--- config.mk ---
export PLATFORM = sky130hd
export DESIGN_NAME = i2c_bit_engine
export DESIGN_NICKNAME = d
export VERILOG_FILES = /design/src/rtl/i2c_bit_engine.sv
export SDC_FILE = /design/constraint.sdc
export NUM_CORES = 1
export LEC_CHECK = 0
export CELL_PAD_IN_SITES_DETAIL_PLACEMENT = 1
export CELL_PAD_IN_SITES_GLOBAL_PLACEMENT = 2
export CORE_AREA = 2 2 84 86
export CTS_BUF_LIST = sky130_fd_sc_hd__clkbuf_16
export DETAILED_ROUTE_END_ITERATION = 12
export DIE_AREA = 0 0 86 88
export PLACE_DENSITY = 0.86
export SLEW_MARGIN = 10
export SYNTH_ARGS = -nofsm -noshare
export SYNTH_HDL_FRONTEND = slang
export SYNTH_SLANG_ARGS = --single-unit
export TNS_END_PERCENT = 50
--- constraint.sdc ---
create_clock -name clock -period 5.73 [get_ports clock]
set_clock_uncertainty 0.15 [all_clocks]
set_input_delay 0.573 -clock clock [delete_from_list [all_inputs] [get_ports clock]]
set_output_delay 0.573 -clock clock [all_outputs]
set_load 0.02 [all_outputs]
--- src/rtl/i2c_bit_engine.sv ---
// i2c_bit_engine: executes one I2C bus primitive per command handshake on open-drain SCL/SDA
module i2c_bit_engine #(
   parameter int CLK_DIV = 250
) (
   input  logic       clock,
   input  logic       reset,
   input  logic [2:0] cmd,
   input  logic [7:0] cmd_byte,
   output logic       req_next,
   output logic       ack_failed,
   output logic [7:0] rx_data,
   output logic       rx_valid,
   output logic       busy,
   output logic       scl_oe,
   output logic       sda_oe,
   input  logic       sda_in
);
   localparam int CW = (CLK_DIV > 1) ? $clog2(CLK_DIV) : 1;
   localparam logic [CW-1:0] CNT_MAX = CW'(CLK_DIV - 1);
   localparam logic [2:0] C_START  = 3'd1;
   localparam logic [2:0] C_RSTART = 3'd3;
   localparam logic [2:0] C_STOP   = 3'd4;
   localparam logic [2:0] C_SEND   = 3'd5;
   localparam logic [2:0] C_RECV   = 3'd6;
   localparam logic [7:0] T_START  = 8'b11_01_00_00;
   localparam logic [7:0] T_RSTART = 8'b11_01_00_10;
   localparam logic [7:0] T_STOP   = 8'b00_00_01_11;

   typedef enum logic [1:0] {IDLE, RUN, DONE} state_t;

   state_t        state_q, state_d;
   logic [CW-1:0] cnt_q, cnt_d;
   logic [1:0]    phase_q, phase_d;
   logic [3:0]    bit_q, bit_d;
   logic [2:0]    cmd_q, cmd_d;
   logic [7:0]    byte_q, byte_d;
   logic [7:0]    shift_q, shift_d;
   logic [7:0]    rx_data_q, rx_data_d;
   logic          ack_q, ack_d;
   logic          scl_q, scl_d;
   logic          sda_q, sda_d;
   logic          req_q, req_d;
   logic          ackf_q, ackf_d;
   logic          rxv_q, rxv_d;
   logic          sync1_q, sync2_q;
   logic          accept, tick, last;

   // {scl_oe, sda_oe} for phase p of bit n; tables hold Q3..Q0 as 2-bit pairs
   function automatic logic [1:0] phase_lines(input logic [2:0] c, input logic [7:0] b,
                                              input logic [3:0] n, input logic [1:0] p);
      logic       d;
      logic [7:0] t;
      d = (c == C_SEND && n < 4'd8) ? b[3'd7 - n[2:0]] : 1'b1;
      t = (c == C_START) ? T_START : (c == C_RSTART) ? T_RSTART : T_STOP;
      phase_lines = (c == C_START || c == C_RSTART || c == C_STOP) ? t[{p, 1'b0} +: 2]
                                                                   : {p == 2'd0 || p == 2'd3, ~d};
   endfunction

   // state register, divider, shifters and registered outputs
   always_ff @(posedge clock) begin
      if (!reset) begin
         state_q   <= IDLE;
         cnt_q     <= '0;
         phase_q   <= '0;
         bit_q     <= '0;
         cmd_q     <= '0;
         byte_q    <= '0;
         shift_q   <= '0;
         rx_data_q <= '0;
         ack_q     <= 1'b0;
         scl_q     <= 1'b0;
         sda_q     <= 1'b0;
         req_q     <= 1'b0;
         ackf_q    <= 1'b0;
         rxv_q     <= 1'b0;
         sync1_q   <= 1'b1;
         sync2_q   <= 1'b1;
      end else begin
         state_q   <= state_d;
         cnt_q     <= cnt_d;
         phase_q   <= phase_d;
         bit_q     <= bit_d;
         cmd_q     <= cmd_d;
         byte_q    <= byte_d;
         shift_q   <= shift_d;
         rx_data_q <= rx_data_d;
         ack_q     <= ack_d;
         scl_q     <= scl_d;
         sda_q     <= sda_d;
         req_q     <= req_d;
         ackf_q    <= ackf_d;
         rxv_q     <= rxv_d;
         sync1_q   <= sda_in;
         sync2_q   <= sync1_q;
      end
   end

   // command acceptance, phase sequencing, SDA sampling and completion pulses
   always_comb begin
      accept    = reset && state_q == IDLE && cmd != 3'd0 && cmd != 3'd7;
      tick      = state_q == RUN && cnt_q == CNT_MAX;
      last      = phase_q == 2'd3 &&
                  bit_q == ((cmd_q == C_SEND) ? 4'd8 : (cmd_q == C_RECV) ? 4'd7 : 4'd0);
      state_d   = state_q;
      cnt_d     = cnt_q;
      phase_d   = phase_q;
      bit_d     = bit_q;
      cmd_d     = cmd_q;
      byte_d    = byte_q;
      shift_d   = shift_q;
      rx_data_d = rx_data_q;
      ack_d     = ack_q;
      scl_d     = scl_q;
      sda_d     = sda_q;
      req_d     = 1'b0;
      ackf_d    = 1'b0;
      rxv_d     = 1'b0;
      if (accept) begin
         state_d        = RUN;
         cnt_d          = '0;
         phase_d        = 2'd0;
         bit_d          = 4'd0;
         cmd_d          = cmd;
         byte_d         = cmd_byte;
         {scl_d, sda_d} = phase_lines(cmd, cmd_byte, 4'd0, 2'd0);
      end else if (state_q == DONE) begin
         state_d = IDLE;
      end else if (state_q == RUN) begin
         cnt_d = tick ? '0 : cnt_q + 1'b1;
         if (tick && phase_q == 2'd2) begin
            shift_d = {shift_q[6:0], sync2_q};
            ack_d   = sync2_q;
         end
         if (tick && last) begin
            state_d   = DONE;
            ackf_d    = cmd_q == C_SEND && ack_q;
            req_d     = !(cmd_q == C_SEND && ack_q);
            rxv_d     = cmd_q == C_RECV;
            rx_data_d = (cmd_q == C_RECV) ? shift_q : rx_data_q;
         end else if (tick) begin
            phase_d        = phase_q + 2'd1;
            bit_d          = (phase_q == 2'd3) ? bit_q + 4'd1 : bit_q;
            {scl_d, sda_d} = phase_lines(cmd_q, byte_q, bit_d, phase_d);
         end
      end
   end

   assign busy       = accept || state_q != IDLE;
   assign req_next   = req_q;
   assign ack_failed = ackf_q;
   assign rx_valid   = rxv_q;
   assign rx_data    = rx_data_q;
   assign scl_oe     = scl_q;
   assign sda_oe     = sda_q;
endmodule

==> summary.txt <==
==============================================================================
Die width                                                                86 um
Most Frequent Cell on Critical Path                               sky130_fd_sc_hd__clkdlybuf4s50_1
Yosys warns                                                                  0
Sequential-to-total area share from yosys stat                          0.4242
Total instance count after detailed placement                              359
NetSw                                                              0.0001851 W
Worst slack on hold paths                                            0.2624 ns
Die Area                                                              7568 um2
Number of cells produced by synthesis                                      263
Number of synthesized flops with an enable pin                               0
Proportion of layout cells with a drive suffix above 1                 0.05923
Total count of hold-check failures in the final report                       0
Standard cell with the maximum stage delay on the critical path   sky130_fd_sc_hd__clkdlybuf4s50_1
Final ANT Viol Nets                                                          0
Area Growth Syn to Fin                                                  20.31%
Area occupied by registers                                            1001 um2
Aggregate routed wire length                                           5081 um
Crit path DAT                                                          2.73 ns
Clock-pin slew on the worst setup and hold paths                       0.07 ns
Number of clock buffers inserted by TritonCTS                                5
Final setup violating endpoints                                              0
Clock network fraction of total power                                    0.437
Pin count of the biggest net entering global routing                        46
Total number of H-tree levels                                                2
Buffers inserted by post-CTS timing repair                                   0
Peak supply drop                                                     0.1277 mV
Req. time, crit path                                                   5.01 ns
Chip Height                                                              88 um
Hold buffer count at CTS                                                     0
Clock latency reported for the late side of the worst-skew pair        0.29 ns
RSZ-0062 raised after global routing                                        no
Final-report max-slew violation count                                        0
Initial core utilization                                                0.3552
Vias post-DR                                                              1890
Max Fanout on Critical Path                                                 45
Detailed Place HPWL                                                    3622 um
Proportion of total power due to net switching                          0.2371
Flip-flop cell with the highest count after synthesis             sky130_fd_sc_hd__dfxtp_1
Antenna violations before repair                                             0
TritonCTS sink count                                                        50
Buffers from clock root to sink, at most                                     2
Nature of the critical path endpoint                                output pin
Worst setup path category                                         input port to output pin
Transition time of the tightest slew-check pin                       0.7569 ns
Post_cts resized                                                             0
Post-layout net count                                                      305
Number of max-capacitance violations reported                                0
Gate power share                                                         0.092
Cell breakdown of the critical path                               clkdlybuf4s50_1 -> buf_4 -> and3_1 -> nand2b_1 -> nand2_1 -> clkdlybuf4s50_1
Fmax                                                                 289.2 MHz
Ratio of final minimum period to clock period                           0.6035
Post-Syn Nets                                                              282
Average routed wire per standard cell                                 13.84 um
Power per Cell Area                                               274.9 nW/um2
CTS Root Cell                                                     sky130_fd_sc_hd__clkbuf_16
Vias in the first global route                                            1912
Worst hold path type                                              register to register
Count of pins on the block boundary                                         28
CTS tree                                                                 built
First-pass GRT wire length                                             8990 um
Share of power burned in registers                                       0.471
Average instance area after synthesis                                8.972 um2
Biggest cell delay along the critical path                             0.61 ns
Cell Count, Final, Fillers Out                                             367
1st-iter DRT viols                                                          65
Total negative setup slack                                                0 ns
Min Tclk post-route                                                   3.458 ns
DRC violations left                                                          0
Floorplan core area                                                   6644 um2
Area used by multi-input combinational logic                          1266 um2
Vias per Instance                                                        5.150
Pre-Repair DR Iteration Count                                                4
Unique masters post-synth                                                   39
All-Layer GR Usage                                                      0.1468
Diode count                                                                  0
Mapped Area                                                           2360 um2
Async set or reset register ratio after synthesis                            0
Startpoint type of the worst setup path                             input port
Relative slew slack                                                     0.4935
Grt ovf                                                                      0
Static leakage                                                        1.015 nW
Row Count                                                                   30
Cell-internal power                                                0.0005955 W
Result of the run                                                 finished, final reports clean
Synth Register Bits                                                         50
Port buffer count                                                           27
Final RePlAce weighted congestion                                       0.7996
Number of fillers in the final layout                                      760
==============================================================================
==> sequential cells by signal, indices dropped and copies added, names as in the netlist <==
register / cells
byte_q: 8
cnt_q: 8
rx_data: 8
shift_q: 8
bit_q: 4
cmd_q: 3
phase_q: 2
state_q: 2
ack_failed: 1
req_next: 1
rx_valid: 1
scl_oe: 1
sda_oe: 1
sync1_q: 1
sync2_q: 1
==> stage by stage <==
stage	power, W	util	area [um2]	setup WS [ns]
6_report	0.0007806	0.4273	2839	2.272
5_1_grt	0.0008113	0.4273	2839	2.096
2_1_floorplan	0.0004184	-	2360	3.360
4_1_cts	0.0007872	0.4273	2839	2.254
3_3_place_gp	0.0004464	0.4021	2671	2.279
3_5_place_dp	0.0004483	0.4021	2671	2.267
==> power by group through the flow <==
stage,sequential (W),clock [W],combinational (W)
after floorplan,0.000374,0,0.0000445
after global placement,0.000375,0,0.0000713
after detailed placement,0.000376,0,0.0000727
after CTS,0.000368,0.000346,0.0000732
after global routing,0.000369,0.000361,0.0000810
final,0.000368,0.000341,0.0000718
==> cell type report <==
class,instances,share of cell area
Multi-Input combinational cell,194,0.4460
Sequential cell,50,0.3526
Timing Repair Buffer,28,0.09784
Clock buffer,5,0.04407
Tap cell,80,0.03526
Clock inverter,3,0.01498
Inverter,7,0.009255
==> per-layer routing <==
metal / vias to the layer above / track usage / wire length (um)
met2: 29 / 0.2262 / 2270
met5: - / 0 / 0
met1: 901 / 0.2058 / 2592
met3: 7 / 0.03016 / 159
met4: 0 / 0.04762 / 59
li1: 953 / - / -
==> critical path, delay by kind of cell <==
kind	cells	cell delay, ns
buf+inv	3	1.43
simple gates	3	0.73
==> cell families (layout without fill, tap and decap cells) <==
kind of cell	Yosys count	count (layout)	synth area share
and+or+nand+nor	124	124	0.2667
AOI/OAI and AO/OA	39	39	0.1119
xor gates and xnor gates	12	12	0.04454
adders and majority gates	5	5	0.02651
buffers and inverters	19	43	0.03924
muxes	14	14	0.08696
DFF	50	50	0.4242
==> worst paths after layout <==
check             start      end  slack (ns)  depth (start not counted)
max reg2reg  phase_q[0]   sda_oe        3.02                          7
max               reset     busy        2.27                          6
min             sync1_q  sync2_q        0.26                          1
min reg2reg     sync1_q  sync2_q        0.26                          1
==> cells in the mapped netlist, types with 6 or more instances <==
library cell	count	share of area
sky130_fd_sc_hd__nand2b_1	7	0.019
sky130_fd_sc_hd__nor2b_1	9	0.024
sky130_fd_sc_hd__a21oi_1	7	0.015
sky130_fd_sc_hd__inv_1	7	0.011
sky130_fd_sc_hd__nand3_1	14	0.030
sky130_fd_sc_hd__nand2_1	41	0.065
sky130_fd_sc_hd__o21ai_0	10	0.021
sky130_fd_sc_hd__a21boi_0	10	0.032
sky130_fd_sc_hd__mux2i_1	10	0.042
sky130_fd_sc_hd__nor3_1	7	0.015
sky130_fd_sc_hd__nand4_1	6	0.016
sky130_fd_sc_hd__nor2_1	23	0.037
sky130_fd_sc_hd__xor2_1	9	0.033
sky130_fd_sc_hd__dfxtp_1	50	0.42
sky130_fd_sc_hd__clkbuf_1	7	0.011
==> cell usage in the layout (no fill, tap or decap), drive strengths merged, types with 2 or more instances in the layout <==
cell	netlist	final
dfxtp	50	50
nand2	41	41
clkdlybuf4s50	0	27
nor2	23	23
nand3	14	14
o21ai	13	13
a21boi	10	10
mux2i	10	10
nor3	10	10
nor2b	9	9
xor2	9	9
inv	7	8
nand2b	7	7
a21oi	7	7
nand4	6	6
ha	5	5
clkbuf	7	5
mux4	4	4
nor4	4	4
nand3b	3	3
xnor2	3	3
a211oi	3	3
and3	2	2
o21a	2	2
nor3b	2	2
No activity file was read; power rests on OpenSTA's default activity.
